### src/rtl/riot_bus_initiator.sv
// riot_bus_initiator: valid/ready host master for the 6532 RIOT register/RAM bus.
// Defining RIOT_DUMP_EN builds the save-state dump engine (RAM + DDRs + ports).
module riot_bus_initiator (
   input  logic       clk,
   input  logic       res_n,
   input  logic       ce,
   input  logic       cmd_valid,
   output logic       cmd_ready,
   input  logic       cmd_write,
   input  logic       cmd_ram,
   input  logic [6:0] cmd_addr,
   input  logic [7:0] cmd_wdata,
   output logic       rsp_valid,
   output logic [7:0] rsp_data,
   output logic [6:0] riot_addr,
   output logic       riot_rw_n,
   output logic       riot_rs_n,
   output logic       riot_cs1,
   output logic       riot_cs2_n,
   output logic [7:0] riot_wdata,
   input  logic [7:0] riot_rdata,
   input  logic       dump_start,
   output logic       dump_busy,
   output logic       dump_valid,
   output logic [7:0] dump_index,
   output logic [7:0] dump_data
);
`ifdef RIOT_DUMP_EN
   typedef enum logic [1:0] {IDLE, BUS, DUMP} state_t;
`else
   typedef enum logic [1:0] {IDLE, BUS} state_t;
`endif
   localparam logic [18:0] BUS_IDLE = {1'b0, 1'b1, 1'b1, 1'b1, 7'd0, 8'd0};
   state_t     state, state_d;
   logic       cs1_d, cs2_n_d, rs_n_d, rw_n_d, rsp_valid_d;
   logic [6:0] addr_d;
   logic [7:0] wdata_d, rsp_data_d;
`ifdef RIOT_DUMP_EN
   logic       dump_valid_d;
   logic [7:0] dump_cnt, dump_cnt_d, dump_index_d, dump_data_d;
   // Bytes 128..131 map to DDRA, DDRB, port A, port B (addr 1, 3, 0, 2).
   function automatic logic [7:0] dump_map(input logic [7:0] k);
      return k[7] ? {1'b1, 5'd0, k[0], ~k[1]} : {1'b0, k[6:0]};
   endfunction
   assign cmd_ready = (state == IDLE) && !dump_start;
   assign dump_busy = (state == DUMP);
`else
   logic unused_dump_start;
   assign unused_dump_start = dump_start;
   assign cmd_ready  = (state == IDLE);
   assign dump_busy  = 1'b0;
   assign dump_valid = 1'b0;
   assign dump_index = 8'd0;
   assign dump_data  = 8'd0;
`endif
   always_ff @(posedge clk or negedge res_n) begin
      if (!res_n) begin
         state     <= IDLE;
         {riot_cs1, riot_cs2_n, riot_rs_n, riot_rw_n, riot_addr, riot_wdata} <= BUS_IDLE;
         rsp_valid <= 1'b0;
         rsp_data  <= 8'd0;
      end else begin
         state      <= state_d;
         riot_cs1   <= cs1_d;
         riot_cs2_n <= cs2_n_d;
         riot_rs_n  <= rs_n_d;
         riot_rw_n  <= rw_n_d;
         riot_addr  <= addr_d;
         riot_wdata <= wdata_d;
         rsp_valid  <= rsp_valid_d;
         rsp_data   <= rsp_data_d;
      end
   end
`ifdef RIOT_DUMP_EN
   always_ff @(posedge clk or negedge res_n) begin
      if (!res_n) begin
         dump_cnt   <= 8'd0;
         dump_valid <= 1'b0;
         dump_index <= 8'd0;
         dump_data  <= 8'd0;
      end else begin
         dump_cnt   <= dump_cnt_d;
         dump_valid <= dump_valid_d;
         dump_index <= dump_index_d;
         dump_data  <= dump_data_d;
      end
   end
`endif
   always_comb begin
      state_d     = state;
      cs1_d       = riot_cs1;
      cs2_n_d     = riot_cs2_n;
      rs_n_d      = riot_rs_n;
      rw_n_d      = riot_rw_n;
      addr_d      = riot_addr;
      wdata_d     = riot_wdata;
      rsp_valid_d = 1'b0;
      rsp_data_d  = rsp_data;
`ifdef RIOT_DUMP_EN
      dump_cnt_d   = dump_cnt;
      dump_valid_d = 1'b0;
      dump_index_d = dump_index;
      dump_data_d  = dump_data;
`endif
      case (state)
         IDLE: begin
`ifdef RIOT_DUMP_EN
            if (dump_start) begin
               state_d    = DUMP;
               dump_cnt_d = 8'd0;
               {cs1_d, cs2_n_d, rs_n_d, rw_n_d, addr_d, wdata_d} = {1'b1, 1'b0, 1'b0, 1'b1, 7'd0, 8'd0};
            end
`endif
            if (cmd_valid && cmd_ready) begin
               state_d = BUS;
               {cs1_d, cs2_n_d, rs_n_d, rw_n_d, addr_d, wdata_d} = {1'b1, 1'b0, ~cmd_ram, ~cmd_write, cmd_addr, cmd_wdata};
            end
         end
         BUS: if (ce) begin
            state_d     = IDLE;
            rsp_valid_d = 1'b1;
            rsp_data_d  = riot_rw_n ? riot_rdata : riot_wdata;
            {cs1_d, cs2_n_d, rs_n_d, rw_n_d, addr_d, wdata_d} = BUS_IDLE;
         end
`ifdef RIOT_DUMP_EN
         DUMP: if (ce) begin
            dump_valid_d = 1'b1;
            dump_index_d = dump_cnt;
            dump_data_d  = riot_rdata;
            if (dump_cnt == 8'd131) begin
               state_d = IDLE;
               {cs1_d, cs2_n_d, rs_n_d, rw_n_d, addr_d, wdata_d} = BUS_IDLE;
            end else begin
               dump_cnt_d       = dump_cnt + 8'd1;
               {rs_n_d, addr_d} = dump_map(dump_cnt + 8'd1);
            end
         end
`endif
         default: state_d = IDLE;
      endcase
   end
endmodule
### config.mk
export PLATFORM = sky130hd
export DESIGN_NAME = riot_bus_initiator
export DESIGN_NICKNAME = d
export VERILOG_FILES = /design/src/rtl/riot_bus_initiator.sv
export SDC_FILE = /design/constraint.sdc
export NUM_CORES = 1
export LEC_CHECK = 0
export ABC_AREA = 1
export CAP_MARGIN = 40
export CORE_ASPECT_RATIO = 1.4
export CORE_UTILIZATION = 30
export CTS_CLUSTER_SIZE = 20
export DETAILED_ROUTE_END_ITERATION = 8
export DONT_BUFFER_PORTS = 1
export PLACE_DENSITY = 0.44
export SETUP_SLACK_MARGIN = 0.5
export SYNTH_ARGS = -nofsm -noshare
export SYNTH_HDL_FRONTEND = slang
export SYNTH_SLANG_ARGS = --single-unit
### constraint.sdc
create_clock -name clk -period 1.4 [get_ports clk]
set_input_delay 0.21 -clock clk [delete_from_list [all_inputs] [get_ports clk]]
set_output_delay 0.21 -clock clk [all_outputs]
set_load 0.01 [all_outputs]
After elaboration in Yosys (flattened, before gate mapping)
Index checks and enable logic that the tools add are counted.
{"block": "totals", "latchBits": 0, "out_inout_bits": 47, "in_bits": 30, "mem_count": 0, "word_cells": 42, "mem_bits_ro": 0, "reg_bits": 30, "ram_bits": 0}
{"block": "classes", "n_reduce_logical": 6, "eq_ne": 3, "n_lt_le_gt_ge": 0, "muxes": 22, "multipliers": 0, "addsub": 0, "bitwise": 2, "n_shift": 0, "div": 0}
{"cell": "two-way mux 8 bit", "count": 3}
{"cell": "one-hot mux 8 bit (2 select lines)", "count": 1}
{"cell": "two-way mux 7 bit", "count": 2}
{"cell": "one-hot mux 7 bit (2 select lines)", "count": 1}
{"cell": "two-way mux 1 bit", "count": 8}
{"cell": "one-hot mux 1 bit (2 select lines)", "count": 4}
{"cell": "two-way mux 2 bit", "count": 2}
{"cell": "one-hot mux 2 bit (2 select lines)", "count": 1}
{"cell": "AND reduction 2 bit", "count": 2}
{"cell": "AND reduction 3 bit", "count": 1}
{"cell": "== test 2 x 1 -> 1 bit, second input constant", "count": 1}
{"cell": "logical NOT 2 bit", "count": 1}
{"cell": "!= test 2 x 1 -> 1 bit, second input constant", "count": 1}
{"cell": "!= test 2 bit, second input constant", "count": 1}
{"cell": "inverter 1 bit", "count": 2}
{"cell": "nonzero test 2 bit", "count": 1}
{"cell": "logical AND 1 bit", "count": 1}

Logic depth before layout (Yosys ltp)
Gate-level depths: netlist of run 1.
{"block": "logic_depth", "depth_word": 4, "mapped_depth": 6, "depth_no_buf": 5}

Worst setup path after synthesis of run 1
No wires, ideal clock.
{"block": "synth_timing", "kind": "reg2reg", "start": "reg riot_rw_n", "end": "reg rsp_data[0]", "stages_incl_launch_ff": 7, "path_buffers": 1, "arrival_time_ns": 1.012, "setup_time_ns": 0.117, "slack_ns": 0.271, "t_required_ns": 1.283, "period_less_slack_ns": 1.129, "cell_sequence": "dfstp_2 > buf_2 > inv_1 > nand2_1 > nand2_1 > nand2_1 > nand2_1"}
{"block": "synth_via", "elab_chain_cells": 1}
{"element": "start: declaration", "line_no": "16", "text": "output logic riot_rw_n,"}
{"element": "start signal: assignment", "line_no": "67", "text": "riot_rw_n <= rw_n_d;"}
{"element": "two-way mux 8 bit", "line_no": "122", "text": "rsp_data_d = riot_rw_n ? riot_rdata : riot_wdata;"}
{"element": "end signal: assignment", "line_no": "71", "text": "rsp_data <= rsp_data_d;"}
{"element": "end: declaration", "line_no": "14", "text": "output logic [7:0] rsp_data,"}
No other way between the ends.
A chain may end at the register's enable or synchronous reset.

Final worst setup path of run 1
{"block": "layout_timing", "start": "reg riot_rw_n", "end": "out riot_rw_n"}
No word-level cell between the ends.

==> results of run 1 <==
stage by stage:
stage	power (mW)	hold slack [ns]	std cells	worst slack [ns]
detailed placement	1.613	-0.08495	220	0.2360
floorplan	1.561	-0.08559	181	0.3931
global route	2.499	0.03875	238	0.1850
global placement	1.594	-0.08498	220	0.2582
CTS	2.328	0.003700	236	0.1999
finish	2.343	0.04207	238	0.2162
cell type report:
type                       instances  share of cell area (%)
clock buffer                       4                   3.132
inverter                           5                   2.776
multi-input combinational        126                   36.80
sequential                        28                   40.93
tap                               60                   4.270
timing repair buffer              14                   11.46
timing repair inverter             1                  0.6406
cells by family after synthesis:
| group | share of synthesized area [%] |
|---|---|
| compound gates | 0.3777 |
| other cells | 0.2833 |
| flops | 53.21 |
| buf+inv | 14.27 |
| simple gates | 31.85 |
metal layers:
metal	global-route usage, %	wire, µm
met5	0	0
met4	3.571	18
met3	3.543	210
met2	27.59	1842
met1	18.23	1353
power breakdown:
part | internal (mW) | switching, mW | total, mW
logic | 0.253 | 0.333 | 0.587
clock network | 0.251 | 0.246 | 0.498
registers | 1.01 | 0.249 | 1.26
total | 1.52 | 0.828 | 2.34
what timing repair did:
item | CTS | global route
pin swaps | 12 | 13
endpoints found under the setup margin | 56 | 57
hold endpoints to repair | 28 | 1
buffers inserted | 6 | 1
resized for setup | 31 | 29
hold buffers | 2 | 1
gates cloned | 4 | 0
worst register-to-register path, stage by stage (launching register included):
cell	delay [ns]
dfrtp_2	0.45
buf_6	0.14
nand2_8	0.06
buf_12	0.13
buf_8	0.13
nand3_2	0.06
nand2_1	0.05
worst max path at each step:
stage / from / end / slack (ns) / cells past startpoint
6_report: riot_rw_n$_DFFE_PN1P_ / riot_rw_n / 0.22 / 0
2_1_floorplan: riot_rw_n$_DFFE_PN1P_ / rsp_data[0]$_DFFE_PN0P_ / 0.39 / 6
4_1_cts: riot_rw_n$_DFFE_PN1P_ / riot_rw_n / 0.20 / 0
3_5_place_dp: riot_rw_n$_DFFE_PN1P_ / rsp_data[5]$_DFFE_PN0P_ / 0.24 / 5
5_1_grt: riot_rw_n$_DFFE_PN1P_ / riot_rw_n / 0.18 / 0
3_3_place_gp: riot_cs1$_DFFE_PN0P_ / riot_addr[2]$_DFFE_PN0P_ / 0.26 / 5
state kept, by name (all words and copies together), names as in the netlist:
signal	count
riot_wdata	8
rsp_data	8
riot_addr	7
riot_cs1	1
riot_cs2_n	1
riot_rs_n	1
riot_rw_n	1
rsp_valid	1
cell usage after synthesis:
cell	count
nand2_1	85
nand3_1	18
conb_1	1
inv_2	3
buf_4	20
buf_2	4
inv_1	2
o21ai_0	1
dfstp_2	3
dfrtp_1	25
nand2_2	2
==> results.md, run 1 <==
* Status: completed
* R2r worst-path depth at 6
* Area of the mapped netlist at 1324 µm²
* First-pass GRT wire length at 5.333 mm
* Vias at 1041
* TritonCTS clock tree: built
* Power Dens Cells at 1333 nW/µm²
* Hold path startpoint: cmd_wdata[6]
* Max Fclk at 844.7 MHz
* Fillcell total at 438
* Synth-to-Final Area Change at 32.80%
* DRC at 0
* Yosys reg bits at 28
* Pin count of the biggest net entering global routing at 29
* CP arrival at 0.97 ns
* Antenna violations before repair at 0
* Routed WL per cell at 14.39 µm
* H-Tree Depth at 1
* Seq/Total Area, Yosys at 53.21%
* FF-to-FF setup slack at 0.27 ns
* Area of the multi-input gates at 646.9 µm²
* GRT Residual Overflow at 0
* Final Util at 41.47%
* CTS buffer count at 3
* ANT cells at 0
* Die area at 4686 µm²
* Hold path depth at 2
* Min-delay worst type: in2reg
* CTS sink count at 28
* Final ANT Viol Nets at 0
* Minimum clock period at 1.184 ns
* Synth top area cells: dfrtp_1 (47%), nand2_1 (24%), buf_4 (11%)
* Most frequent cells in the layout: nand2_1 (79), conb_1 (18), dfrtp_1 (16)
* Via density at 4.374
* Startpoint types: flop
* FP Rows at 28
* Final Hold Viols at 0
* Global Route Usage Sum at 15.36%
* Die W at 58.14 µm
* Endpoint, Worst Hold: riot_wdata[6]$_DFFE_PN0P_
* CTS root buffer: clkbuf_8
* RSZ-0062 raised after global routing: true
* Post-route cell area at 1758 µm²
* Initial Utilization at 31.23%
* Setup violators final at 0
* Initial drt markers at 41
* Vias in the first global route at 1078
* Nets at 209
* Gpl congestion at 0.6626
* Yosys top cell area share at 47.26%
* Critical path class: reg2out
* Layout cell share with drive strength beyond 1 at 33.15%
* Clk slew on worst S/H paths at 0.10 ns
* IR drop worst, VDD at 0.0004217 V
* Most common cell after layout, fill and taps aside: nand2_1
* Reg-to-reg critical path endpoint: riot_wdata[1]$_DFFE_PN0P_
* Synth warnings at 0
* IO buf count at 0
* Die H at 80.60 µm
* Post-Syn Instances at 164
* Final WL at 3.425 mm
* Setup TNS at 0 ns
* Tcrit/Tclk final at 84.56%
* Nature of the critical path endpoint: primary output
* Worst skew pair latency at 0.27 ns
* Syn_area_per_cell at 8.072 µm²
* Crit Path Max Fanout at 7
* Register area at 719.4 µm²
* Drt first pass iters at 4
* # IOs at 77
* Netlist cell types at 11
* Leak Pwr at 0.9008 nW
* Pins Over Slew Limit at 0
* Worst r2r src: riot_cs1$_DFFE_PN0P_
* Core region area at 4239 µm²
* Max Cap Viol at 0
* Placement Cell Area at 1325 µm²
* Clock Skews at 0.003243 ns
* Clock Tree Buf Depth at 2
* Final HPWL from detailed placement at 2.167 mm
* Req. time, crit path at 1.19 ns
* Cell taking the most area after synthesis: dfrtp_1
Power figures use the tool's default switching activity.
==> inputs of run 2 (changes only) <==
--- a/config.mk
+++ b/config.mk
@@ -12,7 +12,7 @@
 export CTS_CLUSTER_SIZE = 20
 export DETAILED_ROUTE_END_ITERATION = 8
 export DONT_BUFFER_PORTS = 1
-export PLACE_DENSITY = 0.44
+export PLACE_DENSITY = 0.45
 export SETUP_SLACK_MARGIN = 0.5
 export SYNTH_ARGS = -nofsm -noshare
 export SYNTH_HDL_FRONTEND = slang
==> constraint.sdc (replaced) <==
create_clock -name clk -period 1 [get_ports clk]
set_input_delay 0.15 -clock clk [delete_from_list [all_inputs] [get_ports clk]]
set_output_delay 0.15 -clock clk [all_outputs]
set_load 0.01 [all_outputs]
==> run 2 against run 1 <==
- the run now ends with negative hold slack, negative setup slack left
- combinational power rose by 51%
- first-iteration DRC count is 39% lower
- final cell count decreased by 0.42%
- total power up 50%
- wire length fell by 11%
- clock skew shrank 0.0015 ns
- sequential power increased by 38%
- clock-buffer cell count shrank 1
- critical path type unchanged
- critical endpoint unchanged
- largest power group unchanged
==> results.md, run 2 (synthesis results as in run 1) <==
* Vias in the first global route at 1027
* Antenna violations before repair at 0
* Vias at 1023
* Max incr delay on CP at 0.56 ns
* Most frequent cells in the layout: nand2_1 (67), conb_1 (18), dfrtp_1 (17)
* Sw Ratio at 32.90%
* PnR worst setup slack at -0.09023 ns
* Die area at 4686 µm²
* Nature of the critical path endpoint: primary output
* Die H at 80.60 µm
* FF-to-FF setup slack at -0.09 ns
* RSZ-0062 raised after global routing: true
* Crit Path Max Fanout at 2
* Drt first pass iters at 3
* Clock Skews at 0.001714 ns
* Final Hold Viols at 44
* Slowest-stage cell, CP: dfstp_2
* Highest metal used: met4
* Post-route cell area at 1762 µm²
* DP Cell Count at 227
* Critical path class: reg2out
* CTS sink count at 28
* Gpl congestion at 0.7629
* Leak Pwr at 0.9114 nW
* Min-delay worst type: in2async
* Final HPWL from detailed placement at 2.264 mm
* Critical path cell sequence: buf_6
* Routed WL per cell at 12.81 µm
* Core region area at 4239 µm²
* Area of the multi-input gates at 651.9 µm²
* Register area at 714.4 µm²
* IO buf count at 0
* DR WL met2 at 1.713 mm
* Max Fclk at 917.2 MHz
* Initial drt markers at 25
* Pin count of the biggest net entering global routing at 29
* # IOs at 77
* Fillcell total at 443
* Met3 WL at 240 µm
* Buf+Inv Stages, Crit Path at 1
* Startpoint types: flop
* Clk pwr share at 25.4%
* WHS at -0.4421 ns
* Initial Utilization at 31.23%
* Req. time, crit path at 0.85 ns
* IR drop worst, VDD at 0.0007421 V
* Dpl ws at -0.04818 ns
* Cell family with most CP delay: flip-flops
* Worst r2r src: riot_cs1$_DFFE_PN0P_
* Global Route Usage Sum at 13.19%
* ANT cells at 0
* GRT Residual Overflow at 0
* Largest registers: riot_wdata: 8 flops, rsp_data: 8 flops, riot_addr: 7 flops
* NetSw at 1.156 mW
* Power Dens Cells at 1994 nW/µm²
* Reg-to-reg critical path endpoint: riot_wdata[4]$_DFFE_PN0P_
* Post-Route M1 WL at 1.048 mm
* FP Rows at 28
* H-Tree Depth at 1
* Die W at 58.14 µm
* R2r worst-path depth at 6
* TritonCTS clock tree: built
* DRC at 0
* Most common cell after layout, fill and taps aside: nand2_1
* Gate power share at 25.2%
* Final WL at 3.037 mm
* Max Cap Viol at 0
* Nets at 208
* CP arrival at 0.94 ns
* First-pass GRT wire length at 4.616 mm
* Synth-to-Final Area Change at 33.08%
* Setup violators final at 30
* CTS buffer count at 3
* Layout cell share with drive strength beyond 1 at 40.68%
* Worst skew pair latency at 0.27 ns
* Internal power at 2.357 mW
* CTS root buffer: clkbuf_8
* Placement Cell Area at 1399 µm²
* Status: finished with violations
* Flop pwr share at 49.4%
* Clk slew on worst S/H paths at 0.10 ns
* Final ANT Viol Nets at 0
* Tcrit/Tclk final at 109.0%
* Clock Tree Buf Depth at 2
* Power, Total at 3.513 mW
* Failing checks: negative hold slack, negative setup slack
* Via density at 4.316
* Pins Over Slew Limit at 0
* Final Non-Filler Cells at 237
* Minimum clock period at 1.090 ns
[run 2: routing by layer]
layer  vias up  track usage [%]
met3         5            4.509
li1        494                -
met4         0            4.286
met5         -                0
met1       479            12.80
met2        45            25.29
[run 2: worst max-delay path by stage]
stage | from | endpoint | slack (ns) | depth (start not counted)
6_report | riot_rw_n$_DFFE_PN1P_ | riot_rw_n | -0.09 | 1
5_1_grt | riot_rw_n$_DFFE_PN1P_ | rsp_data[5]$_DFFE_PN0P_ | -0.14 | 6
4_1_cts | riot_rw_n$_DFFE_PN1P_ | riot_rw_n | -0.1 | 1
3_5_place_dp | riot_rw_n$_DFFE_PN1P_ | rsp_data[1]$_DFFE_PN0P_ | -0.05 | 5
3_3_place_gp | riot_rw_n$_DFFE_PN1P_ | rsp_data[1]$_DFFE_PN0P_ | -0.04 | 5
2_1_floorplan | riot_rw_n$_DFFE_PN1P_ | rsp_data[0]$_DFFE_PN0P_ | -0.006 | 6
[run 2: area by class of cell]
| cell class | instances | area share (%) |
|---|---|---|
| sequential | 28 | 40.55 |
| multi-input combinational | 124 | 37.00 |
| timing repair buffer | 16 | 11.65 |
| tap | 60 | 4.261 |
| inverter | 5 | 2.486 |
| clock buffer | 3 | 2.344 |
| clock inverter | 1 | 1.705 |
[run 2: repair_timing]
action	CTS	global route
gates resized for setup	47	12
endpoints found under the setup margin	57	57
gates cloned	0	1
setup buffers	4	1
endpoints found under the hold margin	44	41
pin swaps	17	8
[run 2: power groups by stage]
stage,Clock (mW),Sequential (mW),Combinational (mW)
3_5_place_dp,0,1.75,0.596
6_report,0.891,1.74,0.885
5_1_grt,0.946,1.77,0.992
2_1_floorplan,0,1.67,0.520
3_3_place_gp,0,1.74,0.574
4_1_cts,0.920,1.74,0.817
[run 2: stage by stage]
| step | TNS (ns) | utilization (%) |
|---|---|---|
| 6_report | -1.676 | 41.56 |
| 3_5_place_dp | -0.2668 | 33.00 |
| 4_1_cts | -1.567 | 39.52 |
| 3_3_place_gp | -0.2886 | 33.00 |
| 5_1_grt | -3.230 | 41.56 |
| 2_1_floorplan | -0.04921 | - |
